### src/rtl/read_module.sv
`default_nettype none
// +----------------------------------------------------------------------------+
// | read_module: reads BRAM words from a base address and streams their bytes |
// | MSB-first as pixels over a valid/ready handshake.            Revision 1.0  |
// +----------------------------------------------------------------------------+
module read_module #(
   parameter int                  DATA_WIDTH     = 32,
   parameter int                  ADDR_WIDTH     = 32,
   parameter logic [ADDR_WIDTH-1:0] INPUT_ADDR   = 32'hB000_0000,
   parameter int                  PIXEL_SIZE     = 8,
   parameter int                  PIXEL_PER_WORD = 4,
   parameter int                  COUNT_WIDTH    = 16
) (
   input  logic                   clk,
   input  logic                   reset,
   input  logic                   start,
   input  logic [COUNT_WIDTH-1:0] num_words,
   output logic [ADDR_WIDTH-1:0]  bram_addr,
   output logic                   bram_en,
   input  logic [DATA_WIDTH-1:0]  bram_rdata,
   output logic [PIXEL_SIZE-1:0]  pixel,
   output logic                   pixel_valid,
   input  logic                   pixel_ready,
   output logic                   busy,
   output logic                   done
);

   localparam int IDX_W = (PIXEL_PER_WORD > 1) ? $clog2(PIXEL_PER_WORD) : 1;
   localparam logic [IDX_W-1:0] C_LAST_IDX = IDX_W'(PIXEL_PER_WORD - 1);

   localparam logic [2:0] S_IDLE = 3'd0;
   localparam logic [2:0] S_READ = 3'd1;
   localparam logic [2:0] S_WAIT = 3'd2;
   localparam logic [2:0] S_EMIT = 3'd3;
   localparam logic [2:0] S_DONE = 3'd4;

   logic [2:0]             r_state;
   logic [ADDR_WIDTH-1:0]  r_addr;
   logic [DATA_WIDTH-1:0]  r_word;
   logic [IDX_W-1:0]       r_idx;
   logic [COUNT_WIDTH-1:0] r_words_left;
   logic [PIXEL_SIZE-1:0]  w_pix [PIXEL_PER_WORD];

   genvar gi;
   generate
      for (gi = 0; gi < PIXEL_PER_WORD; gi++) begin : g_unpack
         assign w_pix[gi] = r_word[gi*PIXEL_SIZE +: PIXEL_SIZE];
      end
   endgenerate

   always_ff @(posedge clk) begin
      if (reset) begin
         r_state      <= S_IDLE;
         r_addr       <= INPUT_ADDR;
         r_word       <= '0;
         r_idx        <= '0;
         r_words_left <= '0;
      end else begin
         case (r_state)
            S_IDLE: begin
               r_addr <= INPUT_ADDR;
               if (start) begin
                  if (num_words != '0) begin
                     r_words_left <= num_words;
                     r_state      <= S_READ;
                  end else begin
                     r_state <= S_DONE;
                  end
               end
            end
            S_READ: r_state <= S_WAIT;
            S_WAIT: begin
               r_word  <= bram_rdata;
               r_idx   <= C_LAST_IDX;
               r_state <= S_EMIT;
            end
            S_EMIT: begin
               // idx only moves on a completed handshake, so a stalled pixel stays put
               if (pixel_ready) begin
                  if (r_idx != '0) begin
                     r_idx <= r_idx - IDX_W'(1);
                  end else if (r_words_left == COUNT_WIDTH'(1)) begin
                     r_state <= S_DONE;
                  end else begin
                     r_words_left <= r_words_left - COUNT_WIDTH'(1);
                     r_addr       <= r_addr + ADDR_WIDTH'(4);
                     r_state      <= S_READ;
                  end
               end
            end
            S_DONE: begin
               r_addr  <= INPUT_ADDR;
               r_state <= S_IDLE;
            end
            default: r_state <= S_IDLE;
         endcase
      end
   end

   assign bram_addr   = r_addr;
   assign bram_en     = (r_state == S_READ);
   assign pixel_valid = (r_state == S_EMIT);
   assign pixel       = (r_state == S_EMIT) ? w_pix[r_idx] : '0;
   assign busy        = (r_state != S_IDLE);
   assign done        = (r_state == S_DONE);

endmodule
`default_nettype wire

### config.mk
export PLATFORM = sky130hd
export DESIGN_NAME = read_module
export DESIGN_NICKNAME = d
export VERILOG_FILES = /design/src/rtl/read_module.sv
export SDC_FILE = /design/constraint.sdc
export NUM_CORES = 1
export LEC_CHECK = 0
export CORE_MARGIN = 3
export CORE_UTILIZATION = 46
export DETAILED_ROUTE_END_ITERATION = 10
export DONT_BUFFER_PORTS = 1
export PLACE_DENSITY = 0.57
export SLEW_MARGIN = 20
export SYNTH_ARGS = -nofsm -noshare
export SYNTH_HDL_FRONTEND = slang
export SYNTH_SLANG_ARGS = --single-unit
### constraint.sdc
create_clock -name clk -period 3.05 [get_ports clk]
set_input_delay 0.915 -clock clk [delete_from_list [all_inputs] [get_ports clk]]
set_output_delay 0.915 -clock clk [all_outputs]
set_load 0.05 [all_outputs]
Word-level counts from Yosys, hierarchy flattened
Index checks and enable logic that the tools add are counted.
{"block": "op_classes", "n_eq_ne": 11, "bitwise": 1, "n_mul": 0, "add_sub_neg": 3, "shift": 0, "div": 0, "order_cmp": 1, "mux": 23, "reduce_logical": 12}
{"cell": "two-way mux 32 bit", "count": 3}
{"cell": "two-way mux 16 bit", "count": 5}
{"cell": "one-hot mux 32 bit (2 select lines)", "count": 1}
{"cell": "adder 32 x 3 -> 32 bit, second input constant", "count": 1}
{"cell": "one-hot mux 16 bit (2 select lines)", "count": 1}
{"cell": "two-way mux 8 bit", "count": 3}
{"cell": "binary-select mux 8 bit (select 2 bit)", "count": 1}
{"cell": "== test 16 x 1 -> 1 bit, second input constant", "count": 1}
{"cell": "nonzero test 16 bit", "count": 1}
{"cell": "subtractor 16 x 1 -> 16 bit, second input constant", "count": 1}
{"cell": "two-way mux 3 bit", "count": 5}
{"cell": "one-hot mux 3 bit (4 select lines)", "count": 1}
{"cell": "!= test 2 bit, second input constant", "count": 4}
{"cell": "nonzero test 2 bit", "count": 4}
{"cell": "== test 3 x 2 -> 1 bit, second input constant", "count": 2}
{"cell": "AND reduction 3 bit", "count": 2}
{"cell": "AND reduction 6 bit", "count": 1}
{"cell": "two-way mux 2 bit", "count": 2}
{"cell": "!= test 2 x 1 -> 1 bit, second input constant", "count": 2}
{"cell": "one-hot mux 2 bit (2 select lines)", "count": 1}
{"cell": "AND reduction 4 bit", "count": 1}
{"cell": "== test 3 x 1 -> 1 bit, second input constant", "count": 1}
{"cell": "== test 3 bit, second input constant", "count": 1}
{"cell": "greater-or-equal comparator 3 bit, second input constant", "count": 1}
{"cell": "other kinds (5)", "count": 5}
{"block": "word_totals", "ramBits": 0, "n_memories": 0, "mem_bits_ro": 0, "input_bits": 52, "register_bits": 85, "latch_bits": 0}

Depth between registers and ports, before layout
{"block": "depth", "word_depth": 5, "depth_mapped": 10, "ltp_nobuf": 7}

Worst setup path before layout
OpenSTA, ideal clock, no wires.
{"block": "synth_timing", "path_kind": "register -> output", "from": "reg r_idx[0]", "to": "out pixel[1]", "path_stages_with_launch": 4, "slack_ns": 0.323, "arrival_ns": 1.812, "cell_sequence": "dfxtp_1 > buf_1 > mux4_2 > nor2b_1"}
{"block": "synth_via", "elab_chain_cells": 5}
{"element": "from (decl)", "line": "40", "source": "logic [IDX_W-1:0] r_idx;"}
{"element": "from (signal assigned)", "line": "81", "source": "r_idx <= r_idx - IDX_W'(1);"}
{"element": "inverter 2 -> 3 bit (implied by the code)", "line": "103", "source": "assign pixel = (r_state == S_EMIT) ? w_pix[r_idx] : '0;"}
{"element": "binary-select mux 8 bit (select 2 bit)", "line": "103"}
{"element": "two-way mux 8 bit (implied by the code) (2 in a row)", "line": "103"}
{"element": "two-way mux 8 bit", "line": "103"}
{"element": "to (decl)", "line": "21", "source": "output logic [PIXEL_SIZE-1:0] pixel,"}
Every way passes these cells. The select of a mux whose other input is x is not followed.

Final worst setup path
{"block": "layout_timing", "from": "reg r_idx[0]", "to": "out pixel[7]"}
Same word-level chain as after synthesis.

==> impl_results.md <==
- Worst R2R Path Depth: 5
- Remaining DRCs: 0
- Post-synth top cells: nand2_1, dfxtp_1, a21oi_1
- ANT cells: 0
- Status: finished clean
- Hold Path Cell Cnt: 2
- Met3 Usage GRT: 4.24%
- Final worst path period need: 2680 ps
- Async SR Flop Fraction: 0%
- Final wirelength: 11,100 um
- Final-report setup violation count: 0
- Inserted Clock Buffers: 9
- CP Buf/Inv Count: 2
- Clk root buf: clkbuf_8
- Syn avg cell area: 8.24 um2
- Leak: 0.00173 uW
- Critical path's top delay family: multiplexers
- Buffers on Ports: 0
- Grt ovf: 0
- Via-to-Cell Ratio: 5.77
- Endpoints failing hold: 0
- Layout cells sized above 1: 12.7%
- Initial core utilization: 47.5%
- I/O pin cnt: 96
- Total Routing Usage GR: 20.5%
- Clock buffer depth: 2
- Global routing usage on met1: 27.3%
- Worst clock skew: 12.9 ps
- Synth area leaders: dfxtp_1, a21oi_1, nand2_1
- Layout net count: 593
- CTS clock-pin slew for the worst setup and hold paths: 80 ps
- CP Depth: 4
- Clock Sinks: 83
- Max Cap Violations: 0
- Synth unique cells: 61
- Post-synth EDFFs: 0
- First-pass GRT wire length: 18,300 um
- Post-CTS sizing: 0
- Crit-path slowest cell: mux4_2
- R2r startpoint: bram_addr[11]
- CP Capture Type: primary output
- Setup crit start kind: register
- Post-Route Setup TNS: 0 ps
- Critical Path RT: 2130 ps
- Area share of the largest cell type after synthesis: 37.8%
- Yosys warns: 0
- Row count: 35
- Drt wl/cell: 16.6 um
- #FFs+latches synth: 83
- Drt initial violations: 252
- CTS H-Tree Depth: 3
- Via count: 3,870
- Power Density: 690 mW/mm2
- Number of global-route vias before repair: 3,579
- Die H: 104 um
- P&R area growth vs syn: 9.12%
- DRT Pass-1 Iters: 4
- Crit-path cells: buf_4, mux4_2, nor2b_1, buf_4
- Core box area: 0.00924 mm2
- Post-layout utilization of the core: 51.8%
- Hold Buf Count CTS: 0
- Worst R2R End: bram_addr[16]
- CP arrival: 1760 ps
- Final slew viol count: 0
- Final worst-path cycle share: 87.8%
- Slew @ Worst Pin: 740 ps
- Dominant cell type by area after synthesis: dfxtp_1
- Setup bufs post-CTS: 0
- Fmax: 374 MHz
- Final HPWL DP: 7730 um
- Ys flop type: dfxtp_1
- Count leader, synth: nand2_1
- Clk_lat worst skew: 360 ps
- Hold/Removal Path Class: reg2reg
- Delay of the slowest critical-path stage: 530 ps
- Worst slew margin: 50.6%
- Total die area: 0.0108 mm2
- GP Congestion: 0.802
- Peak supply drop: 0.300 mV
- Antenna violations before repair: 0
- Most frequent CP cell: buf_4
- Met2 Use GR: 33.6%
- RSZ-0062 raised after global routing: no
- Synth Cell Area: 0.00439 mm2
- Post-synthesis sequential area ratio: 37.8%
- R2r setup slk: 710 ps
- ANT nets after route: 0
- HP Start: r_word[0]
- Worst-path maximum fanout: 12
- Cells after Synth: 533
- Largest net degree at the start of global routing: 74
- Critical path type: reg2out
- CTS tree: done
- Hold Path Sink: r_word[0]
- Die Wd: 104 um
- Most used routing layer: met2
-- cell families (layout without fill, tap and decap cells) --
group / count (synthesis) / after routing / share of synthesized area, %
other cells: 1 / 2 / 0.0854
flops: 83 / 83 / 37.8
compound gates: 129 / 129 / 19.3
simple gates: 248 / 248 / 30.0
fa+ha+maj: 4 / 4 / 1.14
mux: 13 / 13 / 5.24
xor+xnor: 9 / 9 / 1.80
buf+inv: 46 / 54 / 4.62
-- layout make-up --
cell class                      count  area [um2]
Inverter                            7        26.3
Sequential cell                    83        1660
Clock inverter                      6        41.3
Fill cell                         893        4450
Timing Repair Buffer               31         233
Clock buffer                       10         128
Tap cell                          129         161
Multi-Input combinational cell    405        2540
-- routing by layer --
metal	share of wire, %	routed length, um
met4	1.2	133
met5	0	0
met3	4.8	529
met1	47	5210
met2	47	5250
-- metrics by stage --
step	cell area (um2)	hold slack (ps)	std cells	total power (uW)	setup slack, ps
after floorplan	4390	433	534	2340	323
after global placement	4620	435	655	2590	709
after detailed placement	4620	441	655	2630	660
after CTS	4790	453	671	3340	351
after global routing	4790	477	671	3540	270
final	4790	455	671	3310	374
-- flip-flops by register name, summed over array words and instances, names as in the netlist --
register and count:
r_words_left 16, r_idx 2, r_state 3, bram_addr 30, r_word 32
-- worst max path at each step --
stage | slack (ps) | endpoint | startpoint
3_3_place_gp | 710 | r_words_left[7] | num_words[11]
6_report | 370 | pixel[7] | r_idx[0]
3_5_place_dp | 660 | r_words_left[2] | num_words[11]
5_1_grt | 270 | done | r_state[1]
4_1_cts | 350 | pixel[5] | r_idx[0]
2_1_floorplan | 320 | pixel[1] | r_idx[0]
-- placed cells by master (no fill, tap or decap), types with 3 or more instances in the layout --
cell | synthesis | routed
ha_1 | 4 | 4
a21oi_1 | 72 | 72
nand3_1 | 15 | 15
nand4_1 | 10 | 10
o31ai_1 | 3 | 3
and3_1 | 16 | 16
inv_1 | 7 | 7
mux2i_1 | 5 | 5
nor3_1 | 6 | 6
o211ai_1 | 5 | 5
xor2_1 | 9 | 9
or4_1 | 8 | 8
dfxtp_1 | 83 | 83
clkinvlp_4 | 0 | 3
o21ai_0 | 5 | 5
o32ai_1 | 12 | 12
a31oi_1 | 3 | 3
nor2b_1 | 8 | 8
nor4_1 | 8 | 8
mux4_2 | 8 | 8
and4_1 | 4 | 4
o41ai_1 | 3 | 3
buf_4 | 4 | 31
clkbuf_8 | 0 | 9
nor2_1 | 39 | 39
o21a_1 | 3 | 3
nand2_1 | 88 | 88
or3_1 | 6 | 6
o311ai_1 | 3 | 3
and2_1 | 9 | 9
nand2b_1 | 15 | 15
-- worst reg2reg max path: cells and delay by family, from the launching register on --
kind             cells  cell delay, ps
AND/OR/NAND/NOR      4            1230
flip-flops           1             690
AO/OA/AOI/OAI        1             380
-- report_power, final --
part           total (uW)  leakage, uW  switching (uW)  internal [uW]
combinational        1220     0.000972             756            462
sequential           1380     0.000674             153           1220
clock                 709    0.0000787             413            296
total                3310      0.00173            1320           1980
Power figures use the tool's default switching activity.
